===== config.mk =====
export PLATFORM = sky130hd
export DESIGN_NAME = pc_ctrl
export DESIGN_NICKNAME = d
export VERILOG_FILES = /design/src/rtl/pc_ctrl_pkg.sv /design/src/rtl/pc_next_sel.sv /design/src/rtl/pc_ctrl.sv
export SDC_FILE = /design/constraint.sdc
export NUM_CORES = 1
export LEC_CHECK = 0
export BUFFER_PORTS_ARGS = -buffer_cell sky130_fd_sc_hd__buf_4
export CAP_MARGIN = 20
export CORE_MARGIN = 4
export CORE_UTILIZATION = 44
export CTS_CLUSTER_SIZE = 16
export DETAILED_ROUTE_END_ITERATION = 8
export PLACE_DENSITY = 0.9
export SLEW_MARGIN = 20
export SYNTH_ARGS = -nofsm -noshare
export SYNTH_HDL_FRONTEND = slang
export SYNTH_SLANG_ARGS = --single-unit

===== constraint.sdc =====
create_clock -name clk -period 2.62 [get_ports clk]
set_clock_uncertainty 0.15 [all_clocks]
set_input_delay 0 -clock clk [delete_from_list [all_inputs] [get_ports clk]]
set_output_delay 0 -clock clk [all_outputs]
set_load 0.005 [all_outputs]

===== src/rtl/pc_ctrl_pkg.sv =====
// Shared types for the PIPE fetch sequencer: FSM states, next-PC select codes
// and the saturating ret/halt wait counter helper.
package pc_ctrl_pkg;

  typedef enum logic [2:0] {
    PCC_BOOT     = 3'd0,
    PCC_RUN      = 3'd1,
    PCC_RETWAIT  = 3'd2,
    PCC_HALTPEND = 3'd3,
    PCC_HALTED   = 3'd4
  } pcc_state_e;

  typedef enum logic [3:0] {
    SEL_HOLD = 4'b0001,
    SEL_PRED = 4'b0010,
    SEL_VALA = 4'b0100,
    SEL_VALM = 4'b1000
  } pc_sel_e;

  localparam int CNT_W         = 3;
  localparam int HALT_PEND_CYC = 2;

  function automatic logic [CNT_W-1:0] cnt_sat_inc(input logic [CNT_W-1:0] c);
    return (c == {CNT_W{1'b1}}) ? c : c + 1'b1;
  endfunction

endpackage


===== src/rtl/pc_next_sel.sv =====
// Next-PC multiplexer: prediction, mispredict fall-through, ret address or hold.
module pc_next_sel
  import pc_ctrl_pkg::*;
#(
  parameter int PC_W = 48
) (
  input  pc_sel_e         i_sel,
  input  logic [PC_W-1:0] i_pc,
  input  logic [PC_W-1:0] i_pred_pc,
  input  logic [PC_W-1:0] i_vala,
  input  logic [PC_W-1:0] i_valm,
  output logic [PC_W-1:0] o_next_pc
);

  always_comb begin
    o_next_pc = i_pc;
    unique case (i_sel)
      SEL_PRED: o_next_pc = i_pred_pc;
      SEL_VALA: o_next_pc = i_vala;
      SEL_VALM: o_next_pc = i_valm;
      default:  o_next_pc = i_pc;
    endcase
  end

endmodule


===== src/rtl/pc_ctrl.sv =====
// Y86 PIPE fetch sequencer: owns the PC and drives F/D/E stall and bubble
// controls for mispredicts, load-use hazards, ret waits and halt draining.
module pc_ctrl
  import pc_ctrl_pkg::*;
#(
  parameter int              PC_W        = 48,
  parameter logic [PC_W-1:0] RESET_PC    = '0,
  parameter int              RET_TIMEOUT = 4
) (
  input  logic            clk,
  input  logic            rst,
  input  logic [PC_W-1:0] f_predPC,
  input  logic            f_is_ret,
  input  logic            f_halt,
  input  logic            d_loaduse,
  input  logic            e_mispredict,
  input  logic [PC_W-1:0] e_valA,
  input  logic            w_ret_done,
  input  logic [PC_W-1:0] w_valM,
  output logic [PC_W-1:0] pc,
  output logic            pc_valid,
  output logic            stall_f,
  output logic            stall_d,
  output logic            bubble_d,
  output logic            bubble_e,
  output logic            halted,
  output logic            err
);

  pcc_state_e       r_state, w_state_nx;
  logic [CNT_W-1:0] r_cnt, w_cnt_nx;
  logic [PC_W-1:0]  r_pc, w_pc_nx;
  logic             r_halted, r_err, w_err_set;
  pc_sel_e          w_sel;

  pc_next_sel #(.PC_W(PC_W)) u_next_sel (
    .i_sel     (w_sel),
    .i_pc      (r_pc),
    .i_pred_pc (f_predPC),
    .i_vala    (e_valA),
    .i_valm    (w_valM),
    .o_next_pc (w_pc_nx)
  );

  always_ff @(posedge clk) begin
    if (!rst) begin
      r_state  <= PCC_BOOT;
      r_pc     <= RESET_PC;
      r_cnt    <= '0;
      r_halted <= 1'b0;
      r_err    <= 1'b0;
    end else begin
      r_state  <= w_state_nx;
      r_pc     <= w_pc_nx;
      r_cnt    <= w_cnt_nx;
      r_halted <= (w_state_nx == PCC_HALTED);
      r_err    <= r_err | w_err_set;
    end
  end

  always_comb begin
    w_state_nx = r_state;
    w_cnt_nx   = r_cnt;
    w_sel      = SEL_HOLD;
    w_err_set  = 1'b0;
    pc_valid   = 1'b0;
    stall_f    = 1'b0;
    stall_d    = 1'b0;
    bubble_d   = 1'b0;
    bubble_e   = 1'b0;
    unique case (r_state)
      PCC_BOOT: w_state_nx = PCC_RUN;
      PCC_RUN: begin
        pc_valid = 1'b1;
        if (e_mispredict) begin
          w_sel    = SEL_VALA;
          bubble_d = 1'b1;
          bubble_e = 1'b1;
        end else if (d_loaduse) begin
          stall_f  = 1'b1;
          stall_d  = 1'b1;
          bubble_e = 1'b1;
        end else if (f_is_ret) begin
          stall_f    = 1'b1;
          bubble_d   = 1'b1;
          w_state_nx = PCC_RETWAIT;
          w_cnt_nx   = '0;
        end else if (f_halt) begin
          stall_f    = 1'b1;
          pc_valid   = 1'b0;
          w_state_nx = PCC_HALTPEND;
          w_cnt_nx   = '0;
        end else begin
          w_sel = SEL_PRED;
        end
      end
      PCC_RETWAIT: begin
        pc_valid = 1'b1;
        // A mispredict means the ret itself was fetched down the wrong path.
        if (e_mispredict) begin
          w_sel      = SEL_VALA;
          bubble_d   = 1'b1;
          bubble_e   = 1'b1;
          w_state_nx = PCC_RUN;
        end else if (w_ret_done) begin
          w_sel      = SEL_VALM;
          w_state_nx = PCC_RUN;
        end else begin
          stall_f  = 1'b1;
          bubble_d = 1'b1;
          if (r_cnt >= CNT_W'(RET_TIMEOUT - 1)) begin
            w_err_set  = 1'b1;
            w_state_nx = PCC_HALTED;
          end else begin
            w_cnt_nx = cnt_sat_inc(r_cnt);
          end
        end
      end
      PCC_HALTPEND: begin
        if (e_mispredict) begin
          w_sel      = SEL_VALA;
          bubble_d   = 1'b1;
          bubble_e   = 1'b1;
          w_state_nx = PCC_RUN;
        end else begin
          stall_f = 1'b1;
          if (r_cnt >= CNT_W'(HALT_PEND_CYC - 1)) w_state_nx = PCC_HALTED;
          else                                    w_cnt_nx   = cnt_sat_inc(r_cnt);
        end
      end
      PCC_HALTED: begin
        stall_f = 1'b1;
        stall_d = 1'b1;
      end
      default: w_state_nx = PCC_BOOT;
    endcase
  end

  assign pc     = r_pc;
  assign halted = r_halted;
  assign err    = r_err;

endmodule


### Word-level counts from Yosys, hierarchy flattened

Cells that the tools add are included.

| storage, ports and cells | value |
|---|---|
| output and inout bits | 55 |
| word-level logic and storage cells | 89 |
| input bits | 151 |
| register bits | 56 |

| operators by class | value |
|---|---|
| bitwise logic cells | 1 |
| magnitude comparators | 2 |
| add/sub/neg operators | 1 |
| multiplexer cells | 58 |
| eq/ne operators | 17 |
| reductions and logical operators | 5 |

Operators by type and width:

| kind | count |
|---|---|
| 48-bit case mux with 3 select lines | 1 |
| 3-bit 2-to-1 mux | 21 |
| 1-bit 2-to-1 mux | 23 |
| 3-bit case mux with 5 select lines | 1 |
| 2-bit != test (second input constant) | 7 |
| 4-bit case mux with 3 select lines | 1 |
| 3-bit == test (second input constant) | 3 |
| 3-bit case mux with 3 select lines | 1 |
| 9-bit AND reduction | 1 |
| 4-bit 2-to-1 mux | 2 |
| 3-bit by 2-bit == test with 1-bit output (second input constant) | 2 |
| 2-bit 2-to-1 mux | 3 |
| 1-bit case mux with 2 select lines | 3 |
| 3-bit nonzero test | 2 |
| 4-bit by 2-bit == test with 1-bit output (second input constant) | 1 |
| 4-bit by 3-bit == test with 1-bit output (second input constant) | 1 |
| 4-bit == test (second input constant) | 1 |
| 1-bit case mux with 4 select lines | 1 |
| 3-bit by 1-bit adder with 3-bit output (second input constant) | 1 |
| 3-bit by 1-bit == test with 1-bit output (second input constant) | 1 |
| 3-bit by 1-bit >= comparator with 1-bit output (second input constant) | 1 |
| 3-bit by 2-bit >= comparator with 1-bit output (second input constant) | 1 |
| 3-bit logical NOT | 1 |
| 3-bit != test (second input constant) | 1 |
| 3 further kinds | 3 |

### Longest topological paths before layout

Gate-level depths: netlist of run 1.

| logic depth | value |
|---|---|
| word-level depth | 7 |
| mapped depth | 7 |

### Modules after synthesis

Synthesis of run 1 repeated with hierarchy kept, for this count alone.

| second synthesis, totals | value |
|---|---|
| cell total of the unflattened synthesis | 372 |
| area total of the unflattened synthesis | 3372.0 um2 |

Modules (own cells, without submodules):

| module | cells each | times used | seq. area each (um2) | area each (um2) |
|---|---|---|---|---|
| pc_ctrl | 192 | 1 | 1121.1 | 1971.9 |
| pc_next_sel | 180 | 1 | 0.0 | 1400.1 |

### Least setup slack after synthesis of run 1

Ideal clock, no wire load.

| timing path | value |
|---|---|
| kind | flip-flop to flip-flop |
| start | reg r_cnt[0] |
| end | reg r_cnt[0] |
| path buffers | 0 |
| path slack | 0.552 ns |
| stages on the path, launching flop included | 7 |
| clock period less this slack | 2.068 ns |
| data arrival time | 1.846 ns |
| cells stage by stage | dfxtp_1 > ha_1 > ha_1 > a2111oi_2 > nor2_1 > a2111oi_4 > mux2i_1 |

| on the way | value |
|---|---|
| cells in the longest elaborated chain, start to end | 6 |

Ends and longest elaborated chain:

| what | RTL line | RTL |
|---|---|---|
| start: declaration | pc_ctrl.sv:31 | `logic [CNT_W-1:0] r_cnt, w_cnt_nx;` |
| start signal: assignment | pc_ctrl.sv:55 | `r_cnt <= w_cnt_nx;` |
| 3-bit by 1-bit adder with 3-bit output / 3-bit == test (equally long branches) | pc_ctrl_pkg.sv:24 | `return (c == {CNT_W{1'b1}}) ? c : c + 1'b1;` |
| 3-bit 2-to-1 mux | pc_ctrl_pkg.sv:24 |  |
| 3-bit 2-to-1 mux | pc_ctrl.sv:111 | `if (r_cnt >= CNT_W'(RET_TIMEOUT - 1)) begin` |
| 3-bit 2-to-1 mux | pc_ctrl.sv:105 | `end else if (w_ret_done) begin` |
| 3-bit 2-to-1 mux | pc_ctrl.sv:100 | `if (e_mispredict) begin` |
| 3-bit case mux with 3 select lines | pc_ctrl.sv:71 | `unique case (r_state)` |

Several ways; a longest one is shown, not always the timed one. The select of a mux whose other input is x is not followed.
A chain may end at the register's enable or synchronous reset.

### Worst setup path in the final report of run 1

| timing path | value |
|---|---|
| start | reg r_state[0] |
| end | reg r_pc[46], in the netlist pc[46] |

| on the way | value |
|---|---|
| cells in the longest elaborated chain, start to end | 4 |

Ends and longest elaborated chain:

| what | RTL line | RTL |
|---|---|---|
| start: declaration | pc_ctrl.sv:30 | `pcc_state_e r_state, w_state_nx;` |
| start signal: assignment | pc_ctrl.sv:53 | `r_state <= w_state_nx;` |
| 3-bit by 2-bit == test with 1-bit output / 3-bit by 1-bit == test with 1-bit output (equally long branches) | pc_ctrl.sv:71 |  |
| 4-bit case mux with 3 select lines (*) | pc_ctrl.sv:71 |  |
| 4-bit == test, or another cell as far along | pc_next_sel.sv:17 | `unique case (i_sel)` |
| 48-bit case mux with 3 select lines / 3-bit nonzero test (equally long branches) | - |  |
| end signal: assignment | pc_ctrl.sv:54 | `r_pc <= w_pc_nx;` |
| end: declaration | pc_ctrl.sv:32 | `logic [PC_W-1:0] r_pc, w_pc_nx;` |

Every way passes the cells marked *; elsewhere a longest branch is shown, timed or not.

==> results.cfg, run 1 <==
[status]
status = finished clean

[cells_and_area]
drive_above_1_share_pct = 34.53
layout_commonest_cell = buf_4
stdcell_area_um2 = 6561
area_growth_pct = 85.56
final_nets = 881
layout_common_cells = buf_4 (211), dlygate4sd3_1 (137), nand3_1 (96), dfxtp_1 (56)

[logic_synthesis]
syn-num-nets = 577
synth.distinct_cells = 39
postSynthCellCount = 422
syn_avg_cell_area_um2 = 8.379
synth_top_area_share_pct = 31.71
synth_seq_area_share_pct = 31.71
yosys_warnings = 0
synth_area_leader_cell = dfxtp_1
synth_area_um2 = 3536
synth_seq_cells = 56
synthTopCellsByArea = dfxtp_1 (32%), nand3_1 (14%), o211a_1 (14%)

[place]
place_area_um2 = 5047
hpwl_um = 9162
io_buffer_count = 205
gp_congestion = 0.8994

[grt]
antenna_found_initial = 4
grtUsageTotal_pct = 38.40
grt_pass1_vias = 5679
grt_pass1_wl_um = 29620
grt.overflow.total = 0
grt_max_degree = 60

[clock_network]
post_cts_resized = 0
h-tree-depth = 2
cts_buffers = 5
cts_tree = built
root_buffer = clkbuf_8
clk_path_buf_depth = 2
post_cts_buffers = 0
clkLatencyLatePin_ns = 0.31
clkTransAtPathRegs_ns = 0.12
clock-sinks = 56

[worst_setup_path]
cp_slowest_cell = a21oi_4
critPathBufInv = 1
critPathArrivalTime_ns = 2.58
rrSetupSlack_ns = 0.16
crit_family = compound AO/OA/AOI/OAI gates
cp_cell_sequence = and2b_1 -> a21oi_1 -> a21oi_4 -> buf_4 -> o211a_1
critPathCaptureType = register
crit_required_ns = 2.74
crit_type = reg2reg
critPathLaunchType = register
max_stage_delay_ns = 0.67
cp_max_fo = 26

[power_and_ir_drop]
pwr_density_cell_nw_per_um2 = 368.5
leakage_nw = 3.091
finalPower_w = 0.002418
worst_ir_drop_vdd_v = 0.0003697

[floorplan]
rows = 32
die_area_um2 = 9535
die_h_um = 97.65
die_w_um = 97.65
ios = 206
start_util_pct = 45.52
coreArea_um2 = 7767

[sta]
fin_crit_ns = 2.457
fmax_mhz = 407.1
rsz0062_at_grt = false
holdWs_ns = 0.002797
finalHoldViolCount = 0
worst_pin_slew_ns = 0.8112
final.setup.tns_ns = 0
finalMaxSlewViolations = 0
max_slew_margin_pct = 45.80
finalCritPeriodShare_pct = 93.77
report.final.setup_viol = 0

[routing]
first_pass_iters = 5
antenna_left = 0
routed_wl_um = 19230
viasPerCell = 6.385
vias = 5325
drc = 0
post_drt_wl_per_cell_um = 23.06
drtIter0Drc = 353

[run]
maxCapViolCount = 0

[hold_path]
hold_path_class = in2reg
## metrics by stage
step           utilization, %  worst slack [ns]  std cells
6_report                84.47            0.1633        834
5_1_grt                 84.44           0.01780        833
4_1_cts                 83.99            0.1289        827
3_5_place_dp            64.98            0.2277        683
3_3_place_gp            64.98            0.3892        683
2_1_floorplan               -            0.5523        422
## worst reg2reg max path: cells and delay by family (launching register included)
family,cells,cell delay (ns)
AND/OR/NAND/NOR,1,0.25
flip-flops,1,0.59
AO/OA/AOI/OAI,3,1.00
buffers and inverters,1,0.42
## layout make-up
| cell class | instances | area (um2) |
|---|---|---|
| timing repair buffer | 349 | 2975 |
| multi-input combinational | 309 | 2191 |
| fill | 436 | 1206 |
| sequential | 56 | 1121 |
| tap | 102 | 127.6 |
| clock buffer | 5 | 68.82 |
| clock inverter | 3 | 46.29 |
| inverter | 5 | 18.77 |
| antenna | 5 | 12.51 |
## synth_stat cells (all sizes together)
master,instances
nand3,96
dfxtp,56
nor3,50
o211a,48
o211ai,48
clkbuf,34
buf,19
nor2,8
a21oi,6
inv,5
nand2,5
nand2b,5
nor2b,5
ha,4
mux2i,4
nand3b,4
o21ai,4
a31oi,3
a2111oi,2
a211oi,1
a21boi,1
a21o,1
a22o,1
and2b,1
and3,1
and3b,1
nor3b,1
o21ba,1
o21bai,1
o22ai,1
o31a,1
o41ai,1
or2,1
or3,1
or4b,1
## per-layer routing
layer	routed length (um)	global-route usage (%)
met2	9144	64.94
met5	0	0
met4	1860	28.86
met3	1789	9.763
met1	6434	40.81
## kinds of logic after synthesis
logic type,count (synthesis),synth area share [%]
fa+ha+maj,4,1.415
compound gates,120,28.98
mux,4,1.132
simple gates,180,29.09
buf+inv,58,7.678
flops,56,31.71
## sequential cells by signal, indices dropped and copies added (netlist names)
signal,count
pc,48
halted,1
r_cnt,3
err,1
r_state,3
## worst paths after layout
path	startpoint	endpoint	depth (start not counted)
max reg2reg	r_state[0]	pc[46]	5
min	e_valA[33]	pc[33]	4
min reg2reg	err	err	2
max	r_state[0]	pc[46]	5
## repair_timing
| item | 4_1_cts | 5_1_grt |
|---|---|---|
| hold endpoints to repair | 50 | 1 |
| endpoints found under the setup margin | 0 | 1 |
| hold buffers | 136 | 1 |
## power by group
part	switching, W	internal [W]
combinational	0.000368	0.000479
clock	0.000319	0.000289
sequential	0.0000480	0.000915
total	0.000735	0.00168
(Power assumes the default switching activity.)
==> run 2: changes to the inputs <==
Settings changed: ABC_AREA from default to 1, CORE_UTILIZATION 44 to 46, CTS_CLUSTER_SIZE 16 to 8, PLACE_DENSITY 0.9 to 0.91, SLEW_MARGIN 20 to 30.
==> run 2 against run 1 <==
Compared with the run above: clock power is 3.6% lower; global-route usage is 6.8 points lower; sequential power is 3.1% higher; hold slack better by 0.020 ns; largest power group is now combinational logic; highest routed layer unchanged.
==> results.cfg, run 2 <==
[routing]
routed_wl_um = 16140
drc = 0
first_pass_iters = 5
post_drt_wl_per_cell_um = 15.10
viasPerCell = 5.138
vias = 5493
antenna_left = 0
drtIter0Drc = 338

[worst_setup_path]
crit_type = reg2reg
r2r-end = pc[39]
critPathCaptureType = register
crit_required_ns = 2.70
critPathLaunch = r_state[1]
rrSetupSlack_ns = 0.16
cp_max_fo = 48
reg2reg_from = r_state[1]
critPathArrivalTime_ns = 2.53
critPathLaunchType = register
reg2regPathDepth = 9

[grt]
grt_pass1_wl_um = 25510
grtUsageTotal_pct = 31.59
grt_pass1_vias = 5577
antenna_found_initial = 0
grt.overflow.total = 0
grt_max_degree = 55

[cells_and_area]
layout_common_cells = buf_4 (213), nor2_1 (156), nand2_1 (121), inv_1 (117), dlygate4sd3_1 (103)
seqCellArea_um2 = 1122
final_nets = 1118
area_growth_pct = 69.35
layout_commonest_cell = buf_4
drive_above_1_share_pct = 24.79
multi_input_area_um2 = 2066
largest_register_ffs = 48
stdcell_count = 1069
antennaDiodeCount = 0
num-fill-cells = 491

[logic_synthesis]
synth_seq_area_share_pct = 29.03
synthTopCellsByArea = dfxtp_1 (29%), nor2_1 (15%), nand2_1 (12%)
synth-edff-count = 0
synth_area_um2 = 3861
synthMuxAreaShare_pct = 0
synth_compound_area_share_pct = 7.647
synth_top_family_by_area = simple AND/OR/NAND/NOR gates
postSynthCellCount = 681
syn_avg_cell_area_um2 = 5.670
synth_common_cells = nor2_1 (156), nand2_1 (121), inv_1 (117)
synthAdderAreaFrac_pct = 1.296
synth.distinct_cells = 24
synth_area_leader_cell = dfxtp_1
yosys_warnings = 0
synth.most_common_cell = nor2_1
synth_top_area_share_pct = 29.03
yosys.area_share.simple_pct = 43.97
synth_xor_area_share_pct = 0
synth_seq_cells = 56
synthArstFlopShare_pct = 0
synth_ff_type = dfxtp_1
syn-num-nets = 836

[floorplan]
coreArea_um2 = 8175
ios = 206
die_w_um = 99.62
rows = 33
die_h_um = 99.62
start_util_pct = 47.23
die_area_um2 = 9924

[power_and_ir_drop]
pwr_density_cell_nw_per_um2 = 393.7
leakage_nw = 3.480
worst_ir_drop_vdd_v = 0.0002747

[sta]
finalHoldViolCount = 0
rsz0062_at_grt = false
finalMaxSlewViolations = 0
max_slew_margin_pct = 59.45
report.final.setup_viol = 0
worst_pin_slew_ns = 0.6083
finalCritPeriodShare_pct = 93.74
fmax_mhz = 407.2
final.setup.tns_ns = 0
fin_crit_ns = 2.456
setup_slack_ns = 0.1640

[place]
place_inst = 958
preCtsSetupSlack_ns = 0.6810
hpwl_um = 9181
io_buffer_count = 205
gp_congestion = 0.8924

[clock_network]
cts_buffers = 5
clkLatencyLatePin_ns = 0.31
root_buffer = clkbuf_8
clock-sinks = 56
clk_path_buf_depth = 2
cts_tree = built
h-tree-depth = 2
clkTransAtPathRegs_ns = 0.11

[hold_path]
hold_path_class = in2reg
hold_depth = 3
min_from = rst
hold-path-endpoint = pc[43]

[status]
status = finished clean

[run]
maxCapViolCount = 0
-- run 2: cell types whose count changed in the layout (fill, tap and decap cells not counted), moves of 10 or more --
cell	previous run	this run
dlygate4sd3_1	137	103
inv_1	5	117
nand2_1	5	121
nand3_1	96	60
nor2_1	7	156
nor3_1	30	50
nor3_2	20	0
o211a_1	48	0
o211ai_1	48	1
o21ai_0	4	43
o21ai_1	0	10
-- run 2: where the power goes --
group | internal [W] | total [W] | leakage, nW | switching, W
logic | 0.000527 | 0.000995 | 2.96 | 0.000468
clock network | 0.000289 | 0.000586 | 0.0548 | 0.000297
registers | 0.000938 | 0.000993 | 0.463 | 0.0000557
-- run 2: worst max-delay path, stage by stage (launching register included) --
cell and delay [ns]:
dfxtp_1 0.39, nor2_4 0.20, nand2_2 0.12, nand2_2 0.10, buf_6 0.35, nand3_1 0.14
o21ai_0 0.13, nor2_1 0.06, dlygate4sd3_1 0.56, nor2_1 0.16
-- run 2: area by class of cell --
class	instances	area share, %
inverter	118	6.774
sequential	56	17.16
tap	105	2.009
multi-input combinational	464	31.59
clock inverter	3	0.7080
timing repair buffer	318	40.70
clock buffer	5	1.052
-- run 2: repair_timing --
action | in CTS | in global routing
hold buffers | 103 | 0
setup buffers | 0 | 0
endpoints found under the hold margin | 51 | 0
gates resized for setup | 0 | 3
endpoints found under the setup margin | 0 | 23
-- run 2: metrics by stage --
stage	utilization (%)	power, W	hold WS [ns]	cell area [um2]
floorplan	-	0.001411	0.04753	3861
global placement	65.81	0.001775	0.1986	5380
detailed placement	65.81	0.001793	0.2100	5380
CTS	79.83	0.002527	0.004743	6526
global route	79.98	0.002715	0.03163	6539
finish	79.98	0.002574	0.02299	6539
-- run 2: how the worst max path moves through the flow --
stage | endpoint | slack [ns] | depth (start not counted)
after floorplan | r_cnt[0] | 0.99 | 10
after global placement | pc[17] | 0.75 | 6
after detailed placement | pc[42] | 0.68 | 9
after CTS | pc[46] | 0.15 | 8
after global routing | pc[39] | 0.03 | 9
final | pc[39] | 0.16 | 9
-- run 2: logic make-up (layout without fill, tap and decap cells) --
kind of cell    count (synthesis)  count (layout)
compound gates                 58              58
fa+ha+maj                       4               4
buf+inv                       161             444
flops                          56              56
simple gates                  402             402
-- run 2: metal layers --
metal | vias up | global-route usage [%] | routed length, um
met1 | 2449 | 33.63 | 5833
met5 | - | 0 | 0
met4 | 0 | 15.02 | 675
met3 | 72 | 7.994 | 1651
met2 | 341 | 57.85 | 7982
li1 | 2631 | - | -
